`src/rtl/hazard_ctrl.sv`:
```
// hazard_ctrl: central stall/flush controller for the 5-stage pipeline.
// Decides each cycle whether PC and the four pipeline registers load, hold
// or take a bubble. It also runs the RUN/HALT/RESUME machine for the halting
// syscall and keeps wrap-around performance counters.
//
// Ports:
//   clk, rst               clock, synchronous active-high reset
//   go                     resume pulse, honoured only in HALT
//   ID_*                   source registers read by the instruction in ID
//   EX_*                   valid/control/destination/redirect info of EX
//   WB_Syscall_halt        halting syscall present in WB
//   *_Enable               1 = hold the stage, 0 = load (combinational)
//   IF_ID_rst, ID_EX_rst   1 = load a bubble (combinational)
//   halted                 registered, high while in HALT
//   *_cnt                  registered performance counters, CNT_W bits
module hazard_ctrl #(
  parameter int unsigned CNT_W = 32
) (
  input  logic             clk,
  input  logic             rst,
  input  logic             go,
  input  logic [4:0]       ID_rs_no,
  input  logic [4:0]       ID_rt_no,
  input  logic             ID_use_rs,
  input  logic             ID_use_rt,
  input  logic             EX_Effective,
  input  logic             EX_MemToReg,
  input  logic             EX_RegWrite,
  input  logic [4:0]       EX_Rd_no,
  input  logic             EX_redirect,
  input  logic             EX_is_branch,
  input  logic             WB_Syscall_halt,
  output logic             PC_Enable,
  output logic             IF_ID_Enable,
  output logic             ID_EX_Enable,
  output logic             EX_MEM_Enable,
  output logic             MEM_WB_Enable,
  output logic             IF_ID_rst,
  output logic             ID_EX_rst,
  output logic             halted,
  output logic [CNT_W-1:0] cycle_cnt,
  output logic [CNT_W-1:0] stall_cnt,
  output logic [CNT_W-1:0] flush_cnt,
  output logic [CNT_W-1:0] branch_cnt
);

  localparam logic [CNT_W-1:0] CNT_ONE = CNT_W'(1);

  typedef enum logic [1:0] {
    ST_RUN    = 2'd0,
    ST_HALT   = 2'd1,
    ST_RESUME = 2'd2
  } state_e;

  state_e           state_q, state_d;
  logic             halted_q, halted_d;
  logic [CNT_W-1:0] cycle_cnt_q, cycle_cnt_d;
  logic [CNT_W-1:0] stall_cnt_q, stall_cnt_d;
  logic [CNT_W-1:0] flush_cnt_q, flush_cnt_d;
  logic [CNT_W-1:0] branch_cnt_q, branch_cnt_d;

  logic lu, rd, hz;
  logic freeze_sel, flush_sel, stall_sel;

  // Hazard detection; the syscall is only seen in RUN (masked in RESUME).
  always_comb begin
    lu = EX_Effective & EX_MemToReg & EX_RegWrite & (EX_Rd_no != 5'd0) &
         ((ID_use_rs & (ID_rs_no == EX_Rd_no)) |
          (ID_use_rt & (ID_rt_no == EX_Rd_no)));
    rd = EX_Effective & EX_redirect;
    hz = WB_Syscall_halt & (state_q == ST_RUN);
  end

  // Priority selection: reset, freeze, redirect flush, load-use stall.
  always_comb begin
    freeze_sel = 1'b0;
    flush_sel  = 1'b0;
    stall_sel  = 1'b0;
    if (!rst) begin
      if ((state_q == ST_HALT) || hz) freeze_sel = 1'b1;
      else if (rd)                    flush_sel  = 1'b1;
      else if (lu)                    stall_sel  = 1'b1;
    end
  end

  // Stage controls, same-cycle.
  always_comb begin
    PC_Enable     = freeze_sel | stall_sel;
    IF_ID_Enable  = freeze_sel | stall_sel;
    ID_EX_Enable  = freeze_sel;
    EX_MEM_Enable = freeze_sel;
    MEM_WB_Enable = freeze_sel;
    IF_ID_rst     = flush_sel;
    ID_EX_rst     = flush_sel | stall_sel;
  end

  // Next state and counters.
  always_comb begin
    state_d      = state_q;
    cycle_cnt_d  = cycle_cnt_q;
    stall_cnt_d  = stall_cnt_q;
    flush_cnt_d  = flush_cnt_q;
    branch_cnt_d = branch_cnt_q;
    if (rst) begin
      state_d      = ST_RUN;
      cycle_cnt_d  = '0;
      stall_cnt_d  = '0;
      flush_cnt_d  = '0;
      branch_cnt_d = '0;
    end else begin
      unique case (state_q)
        ST_RUN:    if (hz) state_d = ST_HALT;
        ST_HALT:   if (go) state_d = ST_RESUME;
        ST_RESUME: state_d = ST_RUN;
        default:   state_d = ST_RUN;
      endcase
      if (!EX_MEM_Enable)                               cycle_cnt_d  = cycle_cnt_q + CNT_ONE;
      if (stall_sel)                                    stall_cnt_d  = stall_cnt_q + CNT_ONE;
      if (flush_sel)                                    flush_cnt_d  = flush_cnt_q + CNT_ONE;
      if (EX_Effective && EX_is_branch && !EX_MEM_Enable) branch_cnt_d = branch_cnt_q + CNT_ONE;
    end
    halted_d = (state_d == ST_HALT);
  end

  always_ff @(posedge clk) begin
    if (rst) begin
      state_q      <= ST_RUN;
      halted_q     <= 1'b0;
      cycle_cnt_q  <= '0;
      stall_cnt_q  <= '0;
      flush_cnt_q  <= '0;
      branch_cnt_q <= '0;
    end else begin
      state_q      <= state_d;
      halted_q     <= halted_d;
      cycle_cnt_q  <= cycle_cnt_d;
      stall_cnt_q  <= stall_cnt_d;
      flush_cnt_q  <= flush_cnt_d;
      branch_cnt_q <= branch_cnt_d;
    end
  end

  assign halted     = halted_q;
  assign cycle_cnt  = cycle_cnt_q;
  assign stall_cnt  = stall_cnt_q;
  assign flush_cnt  = flush_cnt_q;
  assign branch_cnt = branch_cnt_q;

endmodule

```
`config.mk`:
```
export PLATFORM = sky130hd
export DESIGN_NAME = hazard_ctrl
export DESIGN_NICKNAME = d
export VERILOG_FILES = /design/src/rtl/hazard_ctrl.sv
export SDC_FILE = /design/constraint.sdc
export NUM_CORES = 1
export LEC_CHECK = 0
export ABC_AREA = 1
export CORE_ASPECT_RATIO = 0.5
export CORE_MARGIN = 1.5
export CORE_UTILIZATION = 50
export CTS_CLUSTER_DIAMETER = 30
export DETAILED_ROUTE_END_ITERATION = 8
export DONT_BUFFER_PORTS = 1
export GPL_ROUTABILITY_DRIVEN = 0
export PLACE_DENSITY = 0.72
export SETUP_SLACK_MARGIN = 0.5
export SKIP_CTS_REPAIR_TIMING = 1
export SLEW_MARGIN = 20
export SYNTH_ARGS = -nofsm -noshare
export SYNTH_HDL_FRONTEND = slang
export SYNTH_SLANG_ARGS = --single-unit
```
`constraint.sdc`:
```
create_clock -name clk -period 3.37 [get_ports clk]
set_input_delay 1.011 -clock clk [delete_from_list [all_inputs] [get_ports clk]]
set_output_delay 1.011 -clock clk [all_outputs]
set_load 0.05 [all_outputs]
```
; ---- Word level (Yosys, flattened, before mapping)
; Index checks and enable logic that the tools add are counted.
[classes]
n_addsub = 4
n_mul = 0
div_mod_pow = 0
order_cmp = 0
n_eq_ne = 4
shifts = 0
muxes = 13
bitwise = 11
n_reduce_logical = 6
[op_table]
columns = op, n
row1 = "adder 32 x 1 -> 32 bit, second input constant", 4
row2 = equality test 5 bit, 2
row3 = two-way mux 1 bit, 9
row4 = bitwise AND 1 bit, 8
row5 = two-way mux 2 bit, 3
row6 = nonzero test 5 bit, 1
row7 = "equality test 2 x 1 -> 1 bit, second input constant", 2
row8 = case mux 2 bit (2 select lines), 1
row9 = OR 1 bit, 3
row10 = logical AND 1 bit, 2
row11 = logical NOT 2 bit, 1
row12 = logical NOT 1 bit, 1
row13 = logical OR 1 bit, 1
[word_totals]
register_bits = 131
latch_bits = 0
ramBits = 0
mem_bits_ro = 0
inputBits = 26
output_inout_bits = 136
wordCells = 44
n_memories = 0

; ---- Longest topological paths before layout
[logic_depth]
depth_word = 9
depth_mapped = 13
ltp_nobuf = 13

; ---- Worst setup path before layout
; OpenSTA, ideal clock, no wires.
[synth_path]
path_kind = input-to-output
startpoint = input port ID_rt_no[0]
endpoint = output port PC_Enable
arrival_ps = 2517
t_required_ps = 2359
slack_ps = -158
cell_stages = 10
n_path_buf = 2
cell_sequence = inv_1 > nand2_1 > nand2_1 > nor2_1 > nand3_1 > nand2_1 > nand3_4 > buf_2 > nand2_1 > buf_4
[synth_via]
elab_chain_cells = 9
[synth_lines]
columns = element, line
row1 = "start, declared", 23  ; input logic [4:0] ID_rt_no,
row2 = equality test 5 bit, 69  ; (ID_use_rt & (ID_rt_no == EX_Rd_no)));
row3 = bitwise AND 1 bit, 69
row4 = OR 1 bit, 68  ; ((ID_use_rs & (ID_rs_no == EX_Rd_no)) |
row5 = bitwise AND 1 bit, 67  ; lu = EX_Effective & EX_MemToReg & EX_RegWrite & (EX_Rd_no != 5'd0) &
row6 = two-way mux 1 bit, 82  ; else if (lu) stall_sel = 1'b1;
row7 = two-way mux 1 bit, 81  ; else if (rd) flush_sel = 1'b1;
row8 = two-way mux 1 bit, 80  ; if ((state_q == ST_HALT) || hz) freeze_sel = 1'b1;
row9 = two-way mux 1 bit, 79  ; if (!rst) begin
row10 = OR 1 bit, --
row11 = "end, declared", 33  ; output logic PC_Enable,
; Every way passes these cells.

; ---- Worst setup path after layout
[layout_path]
startpoint = input port EX_Rd_no[1]
endpoint = output port ID_EX_rst
[layout_via]
elab_chain_cells = 9
word_cells_on_any_way = 13
cone_classes = eq/ne: 2 / mux: 4 / bitwise: 6 / reduce/logical: 1
[layout_lines]
columns = element, line
row1 = "start, declared", 29  ; input logic [4:0] EX_Rd_no,
row2 = "equality test 5 bit, on equally long branches", "68, 69"
row3 = "bitwise AND 1 bit, on equally long branches", "68, 69"
row4 = OR 1 bit, 68
row5 = bitwise AND 1 bit (*), 67
row6 = two-way mux 1 bit (*), 82
row7 = two-way mux 1 bit (*), 81
row8 = two-way mux 1 bit (*), 80
row9 = two-way mux 1 bit (*), 79
row10 = OR 1 bit (*), 94  ; ID_EX_rst = flush_sel | stall_sel;
row11 = "end, declared", 39  ; output logic ID_EX_rst,
; Every way passes the cells marked *; elsewhere a longest branch is shown, timed or not.

==> flow_summary.toml <==
[outcome]
status = "complete, no violations"

[logic_synthesis]
ys_warn_count = 0
ys_ff_latch = 131
synth_top_flop_cell = "dfxtp_1"
syn-cell-area_um2 = 7610
synth_top_cell_by_area = "dfxtp_1"
synth_cell_types = 38
syn-num-nets = 1268
syn_inst = 1238
synth.area.top_cells = "dfxtp_1 34%, nand2_1 19%, nor2_1 11%"
synth_top_area_share_pct = 34.5
synth_seq_area_share_pct = 34.5
syn_avg_cell_area_um2 = 6.15
synth_edf_count = 0
async_flop_share_pct = 0

[setup_path]
cp_max_fo = 3
cp.arrival_ns = 1.90
max_stage_delay_ns = 0.16
crit_family = "simple AND/OR/NAND/NOR gates"
crit_slowest_cell = "buf_12"
worst_setup_path_end_kind = "output pin"
crit_chain = "inv_4 > nand2_1 > nor2_1 > nand2_1 > nand3_4 > clkinv_4 > nand3_4 > nand2_4 > buf_12"
critPathRequiredTime_ns = 2.36
worst-path-buf-inv = 3
crit_type = "in -> out"
worstSetupStartpointType = "input pin"

[cells_and_area]
seqCellArea_um2 = 2620
final_cell_mix = "376 x nand2_1, 212 x nor2_1, 131 x dfxtp_1"
multi_input_area_um2 = 4430
fill_cells = 1399
n_antenna_cell = 0
mostFrequentLayoutCell = "nand2_1"
fin_nets = 1282
utilization_pct = 59.4
drive_gt1_share_pct = 9.64
syn_to_final_growth_pct = 14.5

[drt]
wl_per_cell_um = 14.1
vias = 7818
postRouteAntennaNets = 0
via_per_inst = 5.34
wirelength_mm = 20.6
drt_iter0_drc = 503
drt_pass1_iterations = 5
post-route-drc-count = 0

[power]
p_leak_nw = 3.33
total_power_w = 0.00371
peakVddDrop_v = 0.000335
power_density_nw_per_um2 = 426

[floorplan]
core_area_um2 = 14700
die-area_um2 = 16000
initial_utilization_pct = 51.9
die_h_um = 90.2
rows = 31
io-pin-count = 162
chipWidth_um = 177

[placement]
hpwlAfterDp_mm = 15.0
place.port_buffers = 0

[timing]
setup_viol = 0
finalMaxSlewViolations = 0
worst_slew_pin_slew_ns = 0.795
finalHoldViolations = 0
timing.fmax_mhz = 343
fin_worst_skew_ns = 0.0104
maxSlewHeadroom_pct = 46.5
rsz0062_at_grt = "yes"
min_period_ns = 2.92
fin_crit_sh_pct = 86.5
tns_ns = 0

[clock_tree]
cts_sinks = 131
cts_max_level = 4
cts_buffer_depth = 2
insertion_delay_ns = 0.42
cts_root_buf = "clkbuf_16"
numCtsBuffers = 17
tritoncts = "done"
clk_pin_slew_ns = 0.06

[run]
maxCapViolCount = 0

[grt]
grt_use_total_pct = 26.5
grt_max_degree = 64
antenna_found_initial = 0
grt_pass1_wl_mm = 34.5
overflow = 0
grt_pass1_vias = 7222

[hold_path]
hp-class = "reg -> reg"
## cells by family after synthesis
group / synth area share (%)
AO/OA/AOI/OAI: 8.71
XOR/XNOR: 2.99
adder cells (fa/ha/maj): 0.658
buffers and inverters: 9.03
flip-flops: 34.5
AND/OR/NAND/NOR: 44.1
## final cells by class
cell class / instances / share of cell area, %
clock buffer: 24 / 5.76
clock inverter: 8 / 1.41
inverter: 142 / 6.84
multi-input combinational: 937 / 50.9
sequential: 131 / 30.1
tap: 198 / 2.84
timing repair buffer: 23 / 2.13
## report_power, final
group	internal [W]	switching, W
clock	0.00126	0.000701
sequential	0.00156	0.0000136
combinational	0.0000545	0.000123
## layer usage
layer | up-vias | wire, um | global-route usage (%)
li1 | 3946 | - | -
met1 | 3546 | 9040 | 33.6
met2 | 292 | 9350 | 42.6
met3 | 34 | 1910 | 8.21
met4 | 0 | 316 | 8.54
met5 | - | 0 | 0
## registers in the layout, indices dropped and copies added (netlist names)
name	cells
cycle_cnt	32
halted	1
flush_cnt	32
state_q	2
stall_cnt	32
branch_cnt	32
## tightest hold or removal path, delay by kind of cell, from the launching register on
kind / cells / cell delay (ns)
flip-flops: 1 / 0.32
AND/OR/NAND/NOR: 3 / 0.15
## Yosys cell counts (all sizes together) (7+ instances only)
library cell,instances
a21oi,73
buf,17
clkbuf,11
dfxtp,131
inv,142
nand2,397
nand3,82
nand3b,15
nand4,19
nor2,226
nor3,35
nor3b,7
o21ai,37
xor2,20
## through the flow
step	hold slack [ns]	worst slack, ns	std cells	area (um2)
4_1_cts	0.511	0.348	1455	8540
3_3_place_gp	0.497	0.364	1423	7920
3_5_place_dp	0.502	0.352	1423	7920
2_1_floorplan	0.484	0.352	1238	7710
5_1_grt	0.549	0.392	1463	8710
6_report	0.512	0.454	1463	8710
## final timing paths
kind / from / cells after the start / to / slack, ns
max: EX_Rd_no[1] / 9 / ID_EX_rst / 0.45
min: state_q[1]$_SDFF_PP0_ / 3 / state_q[1]$_SDFF_PP0_ / 0.51
max reg2reg: stall_cnt[1]$_SDFFE_PP0P_ / 9 / stall_cnt[24]$_SDFFE_PP0P_ / 1.02
min reg2reg: state_q[1]$_SDFF_PP0_ / 3 / state_q[1]$_SDFF_PP0_ / 0.51
(Power assumes the default switching activity.)
